File: src/rtl/cbus_arbiter_pkg.sv
// Shared cbus types and constants for the cbus requester arbiter.
// Holds the request/response structs, burst length and size codes, and arbiter states.
package cbus_arbiter_pkg;

   typedef logic [1:0] mlen_t;
   localparam mlen_t MLEN1  = 2'd0;
   localparam mlen_t MLEN4  = 2'd1;
   localparam mlen_t MLEN8  = 2'd2;
   localparam mlen_t MLEN16 = 2'd3;

   typedef logic [2:0] msize_t;
   localparam msize_t MSIZE1 = 3'd0;
   localparam msize_t MSIZE2 = 3'd1;
   localparam msize_t MSIZE4 = 3'd2;
   localparam msize_t MSIZE8 = 3'd3;

   typedef struct packed {
      logic        valid;
      logic        is_write;
      msize_t      size;
      logic [31:0] addr;
      logic [3:0]  strobe;
      logic [31:0] data;
      mlen_t       len;
   } cbus_req_t;

   typedef struct packed {
      logic        ready;
      logic        last;
      logic [31:0] data;
   } cbus_resp_t;

   typedef logic [0:0] arb_state_t;
   localparam arb_state_t ARB_IDLE = 1'b0;
   localparam arb_state_t ARB_BUSY = 1'b1;

   function automatic logic [4:0] mlen_beats(input mlen_t len);
      case (len)
         MLEN1:   return 5'd1;
         MLEN4:   return 5'd4;
         MLEN8:   return 5'd8;
         default: return 5'd16;
      endcase
   endfunction

endpackage

File: src/rtl/cbus_arbiter_rr_select.sv
// Round-robin priority search: first set request at or above ptr, wrapping modulo N.
module cbus_arbiter_rr_select #(
   parameter int unsigned N     = 2,
   parameter int unsigned IDX_W = 1
) (
   input  logic [N-1:0]     req,
   input  logic [IDX_W-1:0] ptr,
   output logic [N-1:0]     grant,
   output logic [IDX_W-1:0] idx,
   output logic             any
);

   logic [IDX_W:0]   sum;
   logic [IDX_W-1:0] cand;

   always_comb begin
      grant = '0;
      idx   = '0;
      any   = 1'b0;
      sum   = '0;
      cand  = '0;
      for (int k = 0; k < int'(N); k++) begin
         // ptr and k are both below N, so a single subtraction wraps the sum
         sum = {1'b0, ptr} + (IDX_W + 1)'(k);
         if (sum >= (IDX_W + 1)'(N)) begin
            sum = sum - (IDX_W + 1)'(N);
         end
         cand = sum[IDX_W-1:0];
         if (!any && req[cand]) begin
            any         = 1'b1;
            grant[cand] = 1'b1;
            idx         = cand;
         end
      end
   end

endmodule

File: src/rtl/cbus_arbiter.sv
// Arbitrates NUM_INPUTS cbus requesters onto one memory-side cbus, holding the grant
// for a whole burst and rotating priority after each completed transaction.
module cbus_arbiter
   import cbus_arbiter_pkg::*;
#(
   parameter int unsigned NUM_INPUTS = 2
) (
   input  logic       clk,
   input  logic       resetn,
   input  cbus_req_t  ireqs  [NUM_INPUTS],
   output cbus_resp_t iresps [NUM_INPUTS],
   output cbus_req_t  oreq,
   input  cbus_resp_t oresp
);

   localparam int unsigned IDX_W = (NUM_INPUTS > 1) ? $clog2(NUM_INPUTS) : 1;

   arb_state_t             state_q, state_d;
   logic [IDX_W-1:0]       sel_q, sel_d;
   logic [IDX_W-1:0]       rr_q, rr_d;
   logic [3:0]             beat_q, beat_d;
   logic [IDX_W-1:0]       grant_idx;
   logic [NUM_INPUTS-1:0]  grant_oh;
   logic [NUM_INPUTS-1:0]  valid_vec;
   logic [NUM_INPUTS-1:0]  ready_vec;
   logic                   any_valid;

   always_comb begin
      valid_vec = '0;
      for (int i = 0; i < int'(NUM_INPUTS); i++) begin
         valid_vec[i] = ireqs[i].valid;
      end
   end

   cbus_arbiter_rr_select #(
      .N     (NUM_INPUTS),
      .IDX_W (IDX_W)
   ) u_rr_select (
      .req   (valid_vec),
      .ptr   (rr_q),
      .grant (grant_oh),
      .idx   (grant_idx),
      .any   (any_valid)
   );

   always_comb begin
      state_d = state_q;
      sel_d   = sel_q;
      rr_d    = rr_q;
      beat_d  = beat_q;
      case (state_q)
         ARB_IDLE: begin
            if (any_valid) begin
               state_d = ARB_BUSY;
               sel_d   = grant_idx;
               beat_d  = '0;
            end
         end
         default: begin
            if (oresp.ready) begin
               beat_d = beat_q + 4'd1;
            end
            if (oresp.ready && oresp.last) begin
               state_d = ARB_IDLE;
               rr_d    = (sel_q == IDX_W'(NUM_INPUTS - 1)) ? '0 : sel_q + IDX_W'(1);
            end
         end
      endcase
   end

   always_ff @(posedge clk or negedge resetn) begin
      if (!resetn) begin
         state_q <= ARB_IDLE;
         sel_q   <= '0;
         rr_q    <= '0;
         beat_q  <= '0;
      end else begin
         state_q <= state_d;
         sel_q   <= sel_d;
         rr_q    <= rr_d;
         beat_q  <= beat_d;
      end
   end

   // Outputs decode from registered state only, so reset silences them at once
   always_comb begin
      oreq = '0;
      for (int i = 0; i < int'(NUM_INPUTS); i++) begin
         iresps[i] = '0;
      end
      if (state_q == ARB_BUSY) begin
         oreq          = ireqs[sel_q];
         iresps[sel_q] = oresp;
      end
      ready_vec = '0;
      for (int i = 0; i < int'(NUM_INPUTS); i++) begin
         ready_vec[i] = iresps[i].ready;
      end
   end

   a_single_ready: assert property (@(posedge clk) disable iff (!resetn)
      $onehot0(ready_vec));

   a_idle_no_req: assert property (@(posedge clk) disable iff (!resetn)
      (state_q == ARB_IDLE) |-> !oreq.valid);

   a_single_grant: assert property (@(posedge clk) disable iff (!resetn)
      $onehot0(grant_oh));

   a_burst_length: assert property (@(posedge clk) disable iff (!resetn)
      (state_q == ARB_BUSY && oresp.ready && oresp.last)
      |-> (({1'b0, beat_q} + 5'd1) == mlen_beats(oreq.len)));

endmodule

File: config.mk
export PLATFORM = sky130hd
export DESIGN_NAME = cbus_arbiter
export DESIGN_NICKNAME = d
export VERILOG_FILES = /design/src/rtl/cbus_arbiter_pkg.sv /design/src/rtl/cbus_arbiter_rr_select.sv /design/src/rtl/cbus_arbiter.sv
export SDC_FILE = /design/constraint.sdc
export NUM_CORES = 1
export LEC_CHECK = 0
export ABC_AREA = 1
export CAP_MARGIN = 15
export CORE_AREA = 2 2 126 128
export CTS_BUF_LIST = sky130_fd_sc_hd__clkbuf_4 sky130_fd_sc_hd__clkbuf_8
export DETAILED_ROUTE_END_ITERATION = 12
export DIE_AREA = 0 0 128 130
export GPL_TIMING_DRIVEN = 0
export REMOVE_ABC_BUFFERS = 1
export SLEW_MARGIN = 20
export SYNTH_ARGS = -nofsm -noshare
export SYNTH_HDL_FRONTEND = slang
export SYNTH_SLANG_ARGS = --single-unit
File: constraint.sdc
create_clock -name clk -period 1.4 [get_ports clk]
set_input_delay 0.21 -clock clk [delete_from_list [all_inputs] [get_ports clk]]
set_output_delay 0.21 -clock clk [all_outputs]
set_load 0.01 [all_outputs]
==> flow_summary.toml <==
[logic_synthesis]
synth_area_leader_cell = "nand2_1"
ys_ff_latch = 3
synthAdderAreaFrac_pct = 0
synth_mux_area_share_pct = 0
synth-simple-area-share_pct = 75.8
synth_area_per_cell_um2 = 4.37
yosysWarnings = 0
synth_top_family_by_area = "simple AND/OR/NAND/NOR gates"
seq_area_frac_synth_pct = 4.52
yosysTopAreaCellShare_pct = 35.9
yosysUniqueCellTypes = 13
netlist_area_um2 = 1660
synth_xor_area_share_pct = 0
synth-compound-area-share_pct = 0
netlist_instances = 380
synth_area_leaders = "nand2_1 (36%), nand3_1 (24%), nor2_1 (15%)"

[floorplanning]
num_rows = 46
die_area_um2 = 16600
ios = 329
core_um2 = 15400
die_w_um = 128
die_h_um = 130
initial_core_util_pct = 10.8

[global_route]
grt_max_degree = 35
grt_first_pass_wirelength_um = 23500
grt_pass1_vias = 3934
grtUsageTotal_pct = 18.7
grt_antenna_before_repair = 0
grt.overflow.total = 0

[timing]
setup_slack_ps = -430
worst_slew_pin_slew_ps = 238
rsz0062_at_grt = "yes"
finClkSkew_ps = 0.837
relSlewSlack_pct = 84.1
hold_violations = 0
period_minus_slack_ps = 1830
fmax_mhz = 546
min_period_over_period_pct = 131
drv_slew = 0
finalSetupViolations = 143

[place]
numPortBuffers = 328
placedCellCount = 870
placed_area_um2 = 5040
gp_congestion = 0.763
post-dp-hpwl_um = 10400

[worst_setup_path]
path_class = "register to primary output"
worst-path-buf-inv = 5
critical_path_required_ps = 1190
cp_top_family = "flip-flops"
critPathMaxStageDelay_ps = 570
cp-end-kind = "primary output"
worst_path_max_delay_cell = "dfrtp_4"
path_common_cell = "nand2_2"
start_kind = "register"
crit_start = "sel_q$_DFFE_PN0P_"
arrival_ps = 1620
path_cells = "nand2_8 -> buf_16 -> buf_12 -> inv_16 -> buf_4 -> nand2_2 -> nand2_2 -> buf_6"
worstPathMaxFanout = 7
r2r_start = "state_q$_DFF_PN0_"

[detailed_routing]
vias_per_cell = 4.32
drtPass1Iterations = 4
drt-total-wl_um = 19700
route.detailed.drc = 0
wl_per_cell_um = 20.4
detailroute.via_count = 4171
ant_nets = 0
drtIter0Drc = 175

[run_status]
violations = "negative setup slack"
run_status = "finished with violations"

[pwr]
leakage_nw = 3.54
ir_drop_mv = 0.779
pwr_density_cell_nw_per_um2 = 1910

[final_layout]
fillCellCount = 1494
final_nets = 960
n_antenna_cell = 0
regArea_um2 = 82.6
final_cells = 965
area_growth_pct = 317
design_area_um2 = 6930
multi_input_area_um2 = 2100
final_core_util_pct = 44.9
layout-drive-gt1-share_pct = 48.6

[clocking]
cts_hold_buffers = 0
path_clk_slew_ps = 40
cts_buffers = 3
tritoncts = "done"
cts.htree.levels = 1
clock_sinks = 3
max-clock-path-buffers = 2
clkLatencyLatePin_ps = 220
root_buffer = "clkbuf_8"

[hold_path]
holdCritPathClass = "input port to async pin"

[job]
cap_violations = 0
==> worst reg2reg max path, delay by kind of cell, from the launching register on <==
family,cells,cell delay [ps]
buffers and inverters,4,520
flip-flops,1,500
AND/OR/NAND/NOR,3,230
==> sequential cells by signal (all words and copies together), names as in the netlist <==
name     count
rr_q         1
sel_q        1
state_q      1
==> timing repair <==
item,in CTS,in global routing
pin swaps,10,18
endpoints found under the setup margin,143,143
setup buffers,35,25
gates resized for setup,720,206
gates cloned,18,16
==> layer usage <==
| metal | track usage (%) | routed length, um | vias up |
|---|---|---|---|
| met2 | 34.2 | 10300 | 256 |
| met3 | 2.87 | 1510 | 26 |
| li1 | - | - | 1966 |
| met4 | 3.68 | 400 | 0 |
| met5 | 0 | 0 | - |
| met1 | 23.5 | 7550 | 1923 |
==> Yosys cell counts <==
master	count
dfrtp_1	3
nand4_1	1
inv_1	36
buf_6	6
nand3_1	79
inv_2	2
nand2_2	1
nor2_1	68
buf_2	15
buf_1	2
buf_4	1
nand2_1	159
clkbuf_1	7
==> logic make-up after synthesis <==
family / after synthesis
flip-flops: 3
buffers and inverters: 69
AND/OR/NAND/NOR: 308
==> placed cells by master (no fill, tap or decap), drive strengths merged <==
| cell type | count |
|---|---|
| clkdlybuf4s50 | 185 |
| buf | 178 |
| nand2 | 168 |
| nand3 | 79 |
| nor2 | 68 |
| inv | 50 |
| clkbuf | 30 |
| dlygate4sd2 | 5 |
| clkinv | 5 |
| dfrtp | 3 |
| nand4 | 1 |
| clkdlybuf4s15 | 1 |
==> power by group <==
group	total, mW	switching, mW	internal (mW)
Sequential	0.261	0.113	0.148
Combinational	12.7	6.67	6.01
Clock	0.290	0.0751	0.215
==> worst paths after layout <==
check	depth (start not counted)	end	slack (ps)
setup / recovery	8	oreq[5]	-430
hold / removal	1	state_q$_DFF_PN0_	200
setup reg to reg	7	sel_q$_DFFE_PN0P_	20
hold reg to reg	2	rr_q$_DFFE_PN0P_	510
max in group asynchronous	1	sel_q$_DFFE_PN0P_	1010
min in group clk	2	rr_q$_DFFE_PN0P_	510
==> metrics by stage <==
stage / setup TNS [ps] / power [mW] / hold slack [ps] / setup WS, ps
final: -40280 / 13.2 / 196 / -430
after global routing: -45270 / 13.9 / 209 / -462
after global placement: -556160 / 7.29 / 416 / -4590
after detailed placement: -171010 / 7.57 / 413 / -1650
after floorplan: -244570 / 3.07 / -85.6 / -1940
after CTS: -41030 / 10.5 / 183 / -431
==> layout make-up <==
| type | instances | share of cell area, % |
|---|---|---|
| inverter | 38 | 2.53 |
| tap | 192 | 3.47 |
| clock buffer | 4 | 0.704 |
| timing repair buffer | 395 | 57.8 |
| sequential | 3 | 1.19 |
| timing repair inverter | 17 | 4.02 |
| multi-input combinational | 316 | 30.3 |
Power figures use the tool's default switching activity.
